$ cat src/rtl/rf_write_arbiter.sv
// rf_write_arbiter
// Owns the register file's single write port (WE/A3/WD) and shares it among three sources:
// the core writeback path, a debug write port, and an internal clear sequencer. The clear
// sequencer zeroes x1..x(NREG-1). Core and debug requests are served round-robin, and the
// grant is registered as a one-cycle pulse. Every output comes straight from a flop.
//
// Ports:
//   clk, rst            rising-edge clock, asynchronous active-low reset
//   core_req/addr/data  core write request, held until core_gnt
//   core_gnt            one-cycle grant pulse to the core
//   dbg_req/addr/data   debug write request, held until dbg_gnt
//   dbg_gnt             one-cycle grant pulse to debug
//   clr_start           pulse that starts the clear sequence (ignored while busy)
//   clr_busy            high during every clear write
//   clr_done            high during the last clear write
//   rf_we/rf_a3/rf_wd   register file write port
module rf_write_arbiter #(
  parameter int unsigned DW   = 32,
  parameter int unsigned AW   = 5,
  parameter int unsigned NREG = 32
) (
  input  logic          clk,
  input  logic          rst,
  input  logic          core_req,
  input  logic [AW-1:0] core_addr,
  input  logic [DW-1:0] core_data,
  output logic          core_gnt,
  input  logic          dbg_req,
  input  logic [AW-1:0] dbg_addr,
  input  logic [DW-1:0] dbg_data,
  output logic          dbg_gnt,
  input  logic          clr_start,
  output logic          clr_busy,
  output logic          clr_done,
  output logic          rf_we,
  output logic [AW-1:0] rf_a3,
  output logic [DW-1:0] rf_wd
);

  typedef enum logic [0:0] {StIdle, StClear} state_e;

  localparam logic [AW-1:0] LastReg  = AW'(NREG - 1);
  localparam logic [AW-1:0] FirstReg = AW'(1);

  state_e        state_q, state_d;
  logic [AW-1:0] cnt_q, cnt_d;         // address being written during a clear
  logic          prefer_dbg_q, prefer_dbg_d;
  logic          rf_we_q, rf_we_d;
  logic [AW-1:0] rf_a3_q, rf_a3_d;
  logic [DW-1:0] rf_wd_q, rf_wd_d;
  logic          core_gnt_q, core_gnt_d;
  logic          dbg_gnt_q, dbg_gnt_d;
  logic          clr_busy_q, clr_busy_d;
  logic          clr_done_q, clr_done_d;

  logic core_elig, dbg_elig, pick_core, pick_dbg, arb_en;

  // A requester still seeing its grant is presenting a transaction that has already been
  // consumed, so it is masked for this edge.
  assign core_elig = core_req & ~core_gnt_q;
  assign dbg_elig  = dbg_req & ~dbg_gnt_q;
  assign pick_core = core_elig & (~dbg_elig | ~prefer_dbg_q);
  assign pick_dbg  = dbg_elig & (~core_elig | prefer_dbg_q);

  always_comb begin
    state_d      = state_q;
    cnt_d        = cnt_q;
    prefer_dbg_d = prefer_dbg_q;
    rf_we_d      = 1'b0;
    rf_a3_d      = rf_a3_q;
    rf_wd_d      = rf_wd_q;
    core_gnt_d   = 1'b0;
    dbg_gnt_d    = 1'b0;
    clr_busy_d   = 1'b0;
    clr_done_d   = 1'b0;
    arb_en       = 1'b0;

    unique case (state_q)
      StIdle: begin
        if (clr_start) begin
          state_d    = StClear;
          cnt_d      = FirstReg;
          rf_we_d    = 1'b1;
          rf_a3_d    = FirstReg;
          rf_wd_d    = '0;
          clr_busy_d = 1'b1;
          clr_done_d = (FirstReg == LastReg);
        end else begin
          arb_en = 1'b1;
        end
      end
      StClear: begin
        if (cnt_q == LastReg) begin
          // Last clear write retires here; the port is free to arbitrate at this same edge.
          state_d = StIdle;
          cnt_d   = '0;
          arb_en  = 1'b1;
        end else begin
          cnt_d      = cnt_q + FirstReg;
          rf_we_d    = 1'b1;
          rf_a3_d    = cnt_d;
          rf_wd_d    = '0;
          clr_busy_d = 1'b1;
          clr_done_d = (cnt_d == LastReg);
        end
      end
      default: state_d = StIdle;
    endcase

    if (arb_en) begin
      if (pick_core) begin
        core_gnt_d   = 1'b1;
        rf_we_d      = |core_addr;  // x0 writes are consumed but never reach the file
        rf_a3_d      = core_addr;
        rf_wd_d      = core_data;
        prefer_dbg_d = 1'b1;
      end else if (pick_dbg) begin
        dbg_gnt_d    = 1'b1;
        rf_we_d      = |dbg_addr;
        rf_a3_d      = dbg_addr;
        rf_wd_d      = dbg_data;
        prefer_dbg_d = 1'b0;
      end
    end
  end

  always_ff @(posedge clk or negedge rst) begin
    if (!rst) begin
      state_q      <= StIdle;
      cnt_q        <= '0;
      prefer_dbg_q <= 1'b0;
      rf_we_q      <= 1'b0;
      rf_a3_q      <= '0;
      rf_wd_q      <= '0;
      core_gnt_q   <= 1'b0;
      dbg_gnt_q    <= 1'b0;
      clr_busy_q   <= 1'b0;
      clr_done_q   <= 1'b0;
    end else begin
      state_q      <= state_d;
      cnt_q        <= cnt_d;
      prefer_dbg_q <= prefer_dbg_d;
      rf_we_q      <= rf_we_d;
      rf_a3_q      <= rf_a3_d;
      rf_wd_q      <= rf_wd_d;
      core_gnt_q   <= core_gnt_d;
      dbg_gnt_q    <= dbg_gnt_d;
      clr_busy_q   <= clr_busy_d;
      clr_done_q   <= clr_done_d;
    end
  end

  assign rf_we    = rf_we_q;
  assign rf_a3    = rf_a3_q;
  assign rf_wd    = rf_wd_q;
  assign core_gnt = core_gnt_q;
  assign dbg_gnt  = dbg_gnt_q;
  assign clr_busy = clr_busy_q;
  assign clr_done = clr_done_q;

endmodule

$ cat config.mk
export PLATFORM = sky130hd
export DESIGN_NAME = rf_write_arbiter
export DESIGN_NICKNAME = d
export VERILOG_FILES = /design/src/rtl/rf_write_arbiter.sv
export SDC_FILE = /design/constraint.sdc
export NUM_CORES = 1
export LEC_CHECK = 0
export BUFFER_PORTS_ARGS = -buffer_cell sky130_fd_sc_hd__buf_4
export CELL_PAD_IN_SITES_DETAIL_PLACEMENT = 2
export CELL_PAD_IN_SITES_GLOBAL_PLACEMENT = 2
export CORE_ASPECT_RATIO = 2
export CORE_MARGIN = 3
export CORE_UTILIZATION = 27
export CTS_CLUSTER_DIAMETER = 100
export DETAILED_ROUTE_END_ITERATION = 10
export PLACE_DENSITY = 0.9
export SYNTH_ARGS = -nofsm -noshare
export SYNTH_HDL_FRONTEND = slang
export SYNTH_SLANG_ARGS = --single-unit
$ cat constraint.sdc
create_clock -name clk -period 4.35 [get_ports clk]
set_input_delay 0 -clock clk [delete_from_list [all_inputs] [get_ports clk]]
set_output_delay 0 -clock clk [all_outputs]
set_load 0.02 [all_outputs]
==> impl_metrics.env, run 1 <==
export IMPL_die_h_um=136
export IMPL_vias=2619
export IMPL_post_synthesis_to_final_layout_area_growth_pct=77.6
export IMPL_fin_tns_setup_ns=0
export IMPL_tritoncts_clock_tree="yes"
export IMPL_path_cells="ha_1, and3_1, ha_1, nand2_1, a221oi_4, a22oi_1, dlygate4sd3_1, o21ai_0"
export IMPL_static_leakage_power_nw=2.03
export IMPL_drv_max_cap_violation_count=0
export IMPL_worst_path_dominant_cell_family="compound AO/OA/AOI/OAI gates"
export IMPL_rsz0062_at_grt="false"
export IMPL_post_synth_cell_area_avg_um2=10.4
export IMPL_cts_resized=0
export IMPL_finalWirelength_mm=12.3
export IMPL_drive_above_1_share_pct=32.8
export IMPL_required_time_of_the_critical_path_ns=4.54
export IMPL_worst_clock_skew_ns=0.00862
export IMPL_synthesis_nets=301
export IMPL_timing_critical_path_buf_inv=1
export IMPL_type_of_the_worst_setup_path="register to register"
export IMPL_design_core_area_mm2=0.00806
export IMPL_timing_critical_path_mode_cell="ha_1"
export IMPL_grt_max_degree=49
export IMPL_synthCells=218
export IMPL_finalNonFillerCells=498
export IMPL_synth_edff_count=0
export IMPL_antenna_diode_count=0
export IMPL_tritoncts_num_sinks=48
export IMPL_via_count_of_the_first_global_routing_pass=3199
export IMPL_synth_cell_area_mm2=0.00226
export IMPL_yosys_synthesis_warning_count=0
export IMPL_detail_route_drc_violations=0
export IMPL_clock_insertion_delay_worst_skew_ns=0.29
export IMPL_cts_root_buffer="clkbuf_16"
export IMPL_critPathLaunchType="register"
export IMPL_synth_main_ff_cell="dfrtp_1"
export IMPL_die_width_um=70.8
export IMPL_layout_commonest_cell="buf_4"
export IMPL_post_synth_num_cell_types=32
export IMPL_crit_slowest_cell="a221oi_4"
export IMPL_post_drt_via_cell_ratio=5.26
export IMPL_status="complete, no violations"
export IMPL_critical_path_sink_type="register"
export IMPL_layout_min_cycle_time_ns=3.70
export IMPL_place_hpwl_mm=6.69
export IMPL_timing_final_hold_violations=0
export IMPL_worst_path_clk_slew_ns=0.07
export IMPL_hold_path_class="input port to register"
export IMPL_grt_first_pass_wirelength_mm=18.7
export IMPL_whs_ns=0.0207
export IMPL_final_nets=484
export IMPL_io_buffer_count=120
export IMPL_worst_path_max_fanout=28
export IMPL_cts_htree_levels=2
export IMPL_post_cts_buffers=0
export IMPL_cts_buffers_inserted=5
export IMPL_grt_remaining_overflow=0
export IMPL_synth_seq_area_share_pct=53.0
export IMPL_cts_root_to_sink_buffers=2
export IMPL_slowest_delay_ns=1.18
export IMPL_timing_critical_path_arrival_ns=3.89
export IMPL_drtAntennaViolNets=0
export IMPL_number_of_pins_exceeding_their_max_slew_limit_in_the_final_report=0
export IMPL_max_clock_freq_ghz=0.271
export IMPL_initial_drt_pass_iterations=4
export IMPL_worst_ir_drop_vdd_mv=0.219
export IMPL_gp_routability_congestion=0.792
export IMPL_ys_async_sr_fraction_pct=100
export IMPL_grt_use_total_pct=26.0
export IMPL_place_inst=424
export IMPL_antenna_found_initial=0
export IMPL_floorplan_rows=46
export IMPL_p_total_w=0.00166
export IMPL_effective_utilization_at_floorplan_pct=28.1
export IMPL_setup_violations_final=0
export IMPL_fill_cells=836
export IMPL_period_utilisation_layout_pct=85.0
export IMPL_multiInputGateArea_um2=958
export IMPL_power_density_mw_per_mm2=414
export IMPL_average_routed_wire_per_standard_cell_um=24.6
export IMPL_synth_seq_cells=48
export IMPL_final_cell_mix="buf_4 (121), dlygate4sd3_1 (66), nand2_1 (48), dfrtp_1 (48), a22oi_1 (26)"
export IMPL_ff_latch_area_mm2=0.00120
export IMPL_dieArea_mm2=0.00959
export IMPL_worst_slew_pin_transition_ns=1.38
export IMPL_slew_headroom_pct=8.27
export IMPL_top_level_ports=121
export IMPL_holdBufCountCts=66
export IMPL_count_of_routing_violations_after_the_opening_detailed_route_iteration=152
path summary, 6_finish.rpt:
kind	slack (ns)	to	cells past startpoint	startpoint
worst min register to register	0.58	cnt_q[4]	1	cnt_q[4]
worst min-delay path	0.02	rf_wd[25]	3	core_data[25]
min in group asynchronous	0.26	rf_wd[10]	2	rst
worst max register to register	0.65	rf_a3[3]	8	cnt_q[0]
max in group asynchronous	3.62	rf_wd[19]	2	rst
worst max-delay path	0.65	rf_a3[3]	8	cnt_q[0]
per-layer routing:
metal  routed length [um]  part of all wire (%)  track usage [%]  vias up
met5                    0                     0                0        -
met4                  413                   3.4             11.3        0
met3                  529                   4.3             4.68       27
met2                 7250                    59             50.3      102
met1                 4080                    33             26.2     1332
li1                     -                     -                -     1158
synth_stat cells (all sizes together) (2+ instances only):
library cell	instances	share of area, %
nor2b	2	0.55
nand2b	3	0.83
o21ai	15	3.3
clkbuf	3	0.50
nor2	14	2.3
nand2	48	8.0
a22oi	26	8.6
a222oi	10	4.4
inv	6	0.99
xor2	2	0.77
dfrtp	48	53
nand3	2	0.44
a21oi	4	0.88
a221oi	5	3.5
or4	2	0.66
and2b	2	0.66
nor3	2	0.44
ha	4	2.2
a22o	2	0.77
buf	8	3.1
worst min-delay path, delay by kind of cell:
kind            cells  cell delay [ns]
buf+inv             1             0.08
simple gates        1             0.11
compound gates      1             0.08
power breakdown:
part	internal (W)	switching (W)	leakage, nW	total [W]
sequential	0.000522	0.0000842	0.637	0.000606
combinational	0.000305	0.000343	1.32	0.000648
clock	0.000230	0.000180	0.0701	0.000410
stage by stage:
stage	cell area [um2]	setup WS [ns]	utilization, %
floorplan	2260	2.35	-
global placement	3210	1.63	39.8
detailed placement	3210	1.52	39.8
CTS	4020	0.976	49.9
global route	4020	0.433	49.9
finish	4020	0.653	49.9
area by class of cell:
| class | instances | area share, % |
|---|---|---|
| clock inverters | 1 | 0.187 |
| inverters | 6 | 0.560 |
| multi-input cells | 153 | 23.8 |
| well taps | 96 | 2.99 |
| clock buffers | 7 | 3.55 |
| flip-flops and latches | 48 | 29.9 |
| repair buffers | 187 | 39.0 |
kinds of logic (layout without fill, tap and decap cells):
group | Yosys count | in the layout | synth area share (%)
and+or+nand+nor | 78 | 78 | 14.7
muxes | 1 | 1 | 0.497
DFF | 48 | 48 | 53.0
xor gates and xnor gates | 2 | 2 | 0.774
buffers and inverters | 17 | 201 | 4.64
adders and majority gates | 4 | 4 | 2.21
AOI/OAI and AO/OA | 68 | 68 | 24.1
flip-flops by register name, indices dropped and copies added (netlist names):
name and count:
clr_busy 1, clr_done 1, cnt_q 5, core_gnt 1, dbg_gnt 1, prefer_dbg_q 1
rf_a3 5, rf_wd 32, rf_we 1
No activity file was read; power rests on OpenSTA's default activity.
==> run 2: changes to the inputs <==
--- a/config.mk
+++ b/config.mk
@@ -10,10 +10,10 @@
 export CELL_PAD_IN_SITES_GLOBAL_PLACEMENT = 2
 export CORE_ASPECT_RATIO = 2
 export CORE_MARGIN = 3
-export CORE_UTILIZATION = 27
+export CORE_UTILIZATION = 25
 export CTS_CLUSTER_DIAMETER = 100
 export DETAILED_ROUTE_END_ITERATION = 10
-export PLACE_DENSITY = 0.9
+export PLACE_DENSITY = 0.84
 export SYNTH_ARGS = -nofsm -noshare
 export SYNTH_HDL_FRONTEND = slang
 export SYNTH_SLANG_ARGS = --single-unit
==> constraint.sdc (replaced) <==
create_clock -name clk -period 3.6 [get_ports clk]
set_input_delay 0 -clock clk [delete_from_list [all_inputs] [get_ports clk]]
set_output_delay 0 -clock clk [all_outputs]
set_load 0.02 [all_outputs]
==> run 2 against run 1 <==
Compared with the run above: wire length is 8.1% lower; non-clock buffer count is 2 higher; first-iteration DRC count decreased by 11%; sequential power up 19%; register-to-register slack lost 0.38 ns; clock skew shrank 0.0029 ns; sequential cell count unchanged; power rose by 21%; critical path type unchanged; critical endpoint is now rf_wd[29]; largest cell class unchanged; largest power group unchanged; highest routed layer unchanged.
==> impl_metrics.env, run 2 (synthesized netlist as in run 1, its figures left out) <==
export IMPL_status="complete, no violations"
export IMPL_die_width_um=73.3
export IMPL_setup_violations_final=0
export IMPL_timing_critical_path_depth=8
export IMPL_path_cells="ha_1, and3_1, ha_1, nand2_1, a211oi_4, a22oi_1, nand2_1, dlygate4sd3_1"
export IMPL_cts_root_to_sink_buffers=2
export IMPL_hold_path_class="input port to register"
export IMPL_power_switching_fraction_pct=34.2
export IMPL_crit_slowest_cell="a211oi_4"
export IMPL_worst_clock_skew_ns=0.00568
export IMPL_seq_power_share_pct=36.0
export IMPL_design_core_area_mm2=0.00871
export IMPL_max_clock_freq_ghz=0.301
export IMPL_switching_power_w=0.000688
export IMPL_worst_slew_pin_transition_ns=1.16
export IMPL_static_leakage_power_nw=2.06
export IMPL_postLayoutCellArea_mm2=0.00406
export IMPL_tritoncts_num_sinks=48
export IMPL_critPathLaunchType="register"
export IMPL_tritoncts_clock_tree="yes"
export IMPL_fin_tns_setup_ns=0
export IMPL_cell_internal_pwr_w=0.00133
export IMPL_largest_register_ffs=32
export IMPL_layout_min_cycle_time_ns=3.32
export IMPL_r2r_slack_ns=0.28
export IMPL_cts_htree_levels=2
export IMPL_layout_commonest_cell="buf_4"
export IMPL_drv_max_cap_violation_count=0
export IMPL_final_critical_path_setup_slack_ns=0.276
export IMPL_worst_path_dominant_cell_family="compound AO/OA/AOI/OAI gates"
export IMPL_worst_ir_drop_vdd_mv=0.282
export IMPL_top_level_ports=121
export IMPL_via_count_of_the_first_global_routing_pass=3056
export IMPL_worst_path_clk_slew_ns=0.07
export IMPL_dieArea_mm2=0.0103
export IMPL_finalNonFillerCells=504
export IMPL_required_time_of_the_critical_path_ns=3.83
export IMPL_timing_final_hold_violations=0
export IMPL_final_cell_mix="buf_4 (123), dlygate4sd3_1 (66), nand2_1 (48), dfrtp_1 (48), a22oi_1 (26)"
export IMPL_die_h_um=141
export IMPL_antenna_found_initial=0
export IMPL_timing_critical_path_buf_inv=1
export IMPL_placed_area_mm2=0.00323
export IMPL_timing_hold_worst_path_depth=3
export IMPL_effective_utilization_at_floorplan_pct=26.0
export IMPL_io_buffer_count=120
export IMPL_power_frac_comb_pct=37.8
export IMPL_average_routed_wire_per_standard_cell_um=22.4
export IMPL_period_utilisation_layout_pct=92.3
export IMPL_slew_headroom_pct=22.6
export IMPL_power_density_mw_per_mm2=496
export IMPL_place_hpwl_mm=7.12
export IMPL_reg2reg_depth=8
export IMPL_final_nets=486
export IMPL_post_synthesis_to_final_layout_area_growth_pct=79.2
export IMPL_cts_resized=0
export IMPL_post_drt_via_cell_ratio=5.03
export IMPL_vias=2537
export IMPL_place_inst=430
export IMPL_worst_path_max_fanout=18
export IMPL_clock_insertion_delay_worst_skew_ns=0.29
export IMPL_finalWirelength_mm=11.3
export IMPL_grt_remaining_overflow=0
export IMPL_critical_path_sink_type="register"
export IMPL_count_of_routing_violations_after_the_opening_detailed_route_iteration=135
export IMPL_power_share_clock_pct=26.2
export IMPL_detail_route_drc_violations=0
export IMPL_gp_routability_congestion=0.795
export IMPL_grt_use_total_pct=22.8
export IMPL_placement_setup_worst_slack_ns=1.06
export IMPL_cts_buffers_inserted=5
export IMPL_grt_max_degree=49
export IMPL_drive_above_1_share_pct=33.4
export IMPL_initial_drt_pass_iterations=5
export IMPL_slowest_delay_ns=0.89
export IMPL_timing_critical_path_arrival_ns=3.55
export IMPL_antenna_diode_count=0
export IMPL_rsz0062_at_grt="false"
export IMPL_number_of_pins_exceeding_their_max_slew_limit_in_the_final_report=0
export IMPL_floorplan_rows=48
export IMPL_cts_root_buffer="clkbuf_16"
export IMPL_type_of_the_worst_setup_path="register to register"
export IMPL_grt_first_pass_wirelength_mm=17.6
export IMPL_final_util_pct=46.6
export IMPL_drtAntennaViolNets=0
## run 2: cell count changes in the layout (fill, tap and decap cells not counted)
cell | previous run | this run
buf_4 | 121 | 123
clkbuf_8 | 1 | 0
bufinv_16 | 0 | 1
clkbuf_1 | 1 | 0
clkinv_2 | 0 | 1
## run 2: what timing repair did
item,in CTS,in global routing
endpoints found under the hold margin,84,0
hold buffers,66,0
buffers inserted,0,0
## run 2: final timing paths
check,end,startpoint
worst min register to register,cnt_q[3],cnt_q[3]
min in group asynchronous,rf_wd[19],rst
worst min-delay path,rf_wd[25],dbg_data[25]
worst max register to register,rf_wd[29],cnt_q[0]
worst max-delay path,rf_wd[29],cnt_q[0]
max in group asynchronous,rf_wd[4],rst
## run 2: tightest hold or removal path, stage by stage
cell and delay [ns]:
buf_4 0.08, a222oi_1 0.05, nor2_1 0.11
## run 2: per-stage QoR
| stage | hold WS (ns) | total power [W] |
|---|---|---|
| 6_report | 0.00113 | 0.00201 |
| 5_1_grt | 0.0129 | 0.00213 |
| 4_1_cts | 0.00185 | 0.00199 |
| 3_5_place_dp | 0.0642 | 0.00136 |
| 3_3_place_gp | 0.0633 | 0.00133 |
| 2_1_floorplan | -0.296 | 0.00107 |
## run 2: final cells by class
class | instances | area [um2]
clock buffer | 5 | 125
clock inverter | 3 | 42.5
fill | 907 | 4650
inverter | 6 | 22.5
multi-input combinational | 153 | 958
sequential | 48 | 1200
tap | 100 | 125
timing repair buffer | 189 | 1580
## run 2: power by group through the flow
stage          sequential, W  clock, W  combinational, W
2_1_floorplan       0.000770         0          0.000297
3_3_place_gp        0.000723         0          0.000604
3_5_place_dp        0.000730         0          0.000625
4_1_cts             0.000721  0.000543          0.000729
5_1_grt             0.000742  0.000562          0.000830
6_report            0.000724  0.000529          0.000761
## run 2: layer usage
metal	part of all wire, %	vias up	global-route usage [%]
li1	-	1162	-
met1	34	1281	23.4
met3	3.1	21	2.78
met4	3.3	0	8.60
met2	60	73	44.4
met5	0	-	0
==> run 3: changes to the inputs <==
==> config.mk (replaced) <==
export PLATFORM = sky130hd
export DESIGN_NAME = rf_write_arbiter
export DESIGN_NICKNAME = d
export VERILOG_FILES = /design/src/rtl/rf_write_arbiter.sv
export SDC_FILE = /design/constraint.sdc
export NUM_CORES = 1
export LEC_CHECK = 0
export BUFFER_PORTS_ARGS = -buffer_cell sky130_fd_sc_hd__buf_4
export CELL_PAD_IN_SITES_DETAIL_PLACEMENT = 1
export CELL_PAD_IN_SITES_GLOBAL_PLACEMENT = 1
export CORE_ASPECT_RATIO = 2
export CORE_MARGIN = 3
export CORE_UTILIZATION = 32
export CTS_CLUSTER_DIAMETER = 100
export DETAILED_ROUTE_END_ITERATION = 10
export PLACE_DENSITY = 0.85
export SYNTH_ARGS = -nofsm -noshare
export SYNTH_HDL_FRONTEND = slang
export SYNTH_SLANG_ARGS = --single-unit
==> run 3 against run 2 <==
Compared with the run above: via count rose by 2.8%; fmax is 6.1% higher; design area shrank 0.89%; wire length shrank 9.2%; the run now ends with negative hold slack left; die area shrank 21%; worst setup slack better by 0.19 ns; global-route usage grew 3.4 points; worst hold slack worse by 0.0013 ns.
==> impl_metrics.env, run 3 (synthesized netlist as in run 1, its figures left out) <==
export IMPL_status="finished, violations left"
export IMPL_violations_in_the_final_reports="negative hold slack"
export IMPL_grt_max_degree=49
export IMPL_worst_slew_pin_transition_ns=0.978
export IMPL_drv_max_cap_violation_count=0
export IMPL_drive_above_1_share_pct=32.9
export IMPL_clock_insertion_delay_worst_skew_ns=0.29
export IMPL_cts_buffers_inserted=5
export IMPL_cts_root_to_sink_buffers=2
export IMPL_finalWirelength_mm=10.2
export IMPL_grt_remaining_overflow=0
export IMPL_final_cell_mix="buf_4 (123), dlygate4sd3_1 (66), nand2_1 (48), dfrtp_1 (48), a22oi_1 (26)"
export IMPL_final_nets=486
export IMPL_count_of_routing_violations_after_the_opening_detailed_route_iteration=122
export IMPL_detail_route_drc_violations=0
export IMPL_average_routed_wire_per_standard_cell_um=20.8
export IMPL_tritoncts_clock_tree="yes"
export IMPL_die_width_um=65.5
export IMPL_design_core_area_mm2=0.00673
export IMPL_worst_path_clk_slew_ns=0.06
export IMPL_critPathLaunchType="register"
export IMPL_cts_resized=0
export IMPL_layout_commonest_cell="buf_4"
export IMPL_post_drt_via_cell_ratio=5.30
export IMPL_cts_root_buffer="clkbuf_16"
export IMPL_power_frac_comb_pct=38.1
export IMPL_critical_path_sink_type="register"
export IMPL_place_hpwl_mm=6.06
export IMPL_placement_setup_worst_slack_ns=1.15
export IMPL_dieArea_mm2=0.00818
export IMPL_hold_path_class="input port to register"
export IMPL_slew_headroom_pct=34.6
export IMPL_effective_utilization_at_floorplan_pct=33.7
export IMPL_timing_critical_path_arrival_ns=3.36
export IMPL_power_switching_fraction_pct=33.5
export IMPL_setup_violations_final=0
export IMPL_initial_drt_pass_iterations=4
export IMPL_largest_register_ffs=32
export IMPL_io_buffer_count=120
export IMPL_antenna_found_initial=0
export IMPL_floorplan_rows=42
export IMPL_static_leakage_power_nw=2.05
export IMPL_layout_min_cycle_time_ns=3.13
export IMPL_power_share_clock_pct=24.3
export IMPL_vias=2607
export IMPL_seq_power_share_pct=37.6
export IMPL_final_critical_path_setup_slack_ns=0.465
export IMPL_fill_cells=790
export IMPL_worst_clock_skew_ns=0.00269
export IMPL_whs_ns=-0.000169
export IMPL_timing_final_hold_violations=1
export IMPL_gp_routability_congestion=0.837
export IMPL_power_density_mw_per_mm2=478
export IMPL_rsz0062_at_grt="false"
export IMPL_number_of_pins_exceeding_their_max_slew_limit_in_the_final_report=0
export IMPL_fin_tns_setup_ns=0
export IMPL_worst_ir_drop_vdd_mv=0.354
export IMPL_antenna_diode_count=0
export IMPL_cell_internal_pwr_w=0.00128
export IMPL_top_level_ports=121
export IMPL_switching_power_w=0.000646
export IMPL_post_synthesis_to_final_layout_area_growth_pct=77.6
export IMPL_required_time_of_the_critical_path_ns=3.82
export IMPL_cts_htree_levels=2
export IMPL_type_of_the_worst_setup_path="register to register"
export IMPL_drtAntennaViolNets=0
export IMPL_grt_first_pass_wirelength_mm=16.2
export IMPL_grt_use_total_pct=26.2
export IMPL_max_clock_freq_ghz=0.319
export IMPL_worst_path_max_fanout=18
export IMPL_die_h_um=125
export IMPL_period_utilisation_layout_pct=87.1
export IMPL_via_count_of_the_first_global_routing_pass=3033
export IMPL_tritoncts_num_sinks=48
==> run 3: metrics by stage <==
| stage | area, um2 | instances | hold WS [ns] | util [%] | power (W) |
|---|---|---|---|---|---|
| 2_1_floorplan | 2260 | 218 | -0.296 | - | 0.00107 |
| 3_3_place_gp | 3220 | 418 | 0.0648 | 47.8 | 0.00132 |
| 3_5_place_dp | 3220 | 418 | 0.0660 | 47.8 | 0.00134 |
| 4_1_cts | 4020 | 492 | 0.00196 | 59.8 | 0.00192 |
| 5_1_grt | 4020 | 492 | 0.0240 | 59.8 | 0.00204 |
| 6_report | 4020 | 492 | -0.000169 | 59.8 | 0.00192 |
==> run 3: path summary, 6_finish.rpt <==
check / startpoint / slack (ns) / cells past startpoint / to
max: cnt_q[0] / 0.47 / 8 / rf_wd[20]
min: dbg_data[8] / -0.0002 / 3 / rf_wd[8]
max reg2reg: cnt_q[0] / 0.47 / 8 / rf_wd[20]
min reg2reg: cnt_q[3] / 0.56 / 1 / cnt_q[3]
max in group asynchronous: rst / 2.89 / 2 / rf_wd[30]
min in group asynchronous: rst / 0.28 / 2 / rf_a3[4]
==> run 3: repair_timing <==
item	CTS	global route
hold buffers	66	0
hold endpoints to repair	83	0
setup buffers	0	0
==> run 3: power by group through the flow <==
stage	Clock [W]	Combinational, W	Sequential [W]
after CTS	0.000479	0.000720	0.000720
after global routing	0.000504	0.000798	0.000735
final	0.000468	0.000733	0.000723
after global placement	0	0.000593	0.000722
after floorplan	0	0.000297	0.000770
after detailed placement	0	0.000611	0.000728
==> run 3: routing by layer <==
metal	up-vias	track usage (%)	wire length (um)
li1	1165	-	-
met1	1329	26.3	3380
met2	82	50.1	6070
met3	31	3.95	309
met4	0	12.0	488
met5	-	0	0
==> run 3: cell type report <==
cell class / count / area [um2] / share of cell area [%]
repair buffers: 189 / 1580 / 39.4
flip-flops and latches: 48 / 1200 / 29.9
multi-input cells: 153 / 958 / 23.8
clock buffers: 8 / 146 / 3.64
well taps: 88 / 110 / 2.74
inverters: 6 / 22.5 / 0.560
==> run 3: critical path: stages, from the launching register on <==
cell           delay, ns
dfrtp_1             0.44
ha_1                0.26
and3_1              0.21
ha_1                0.18
nand2_1             0.24
a211oi_4            0.83
a22oi_1             0.19
nand2_1             0.16
dlygate4sd3_1       0.56
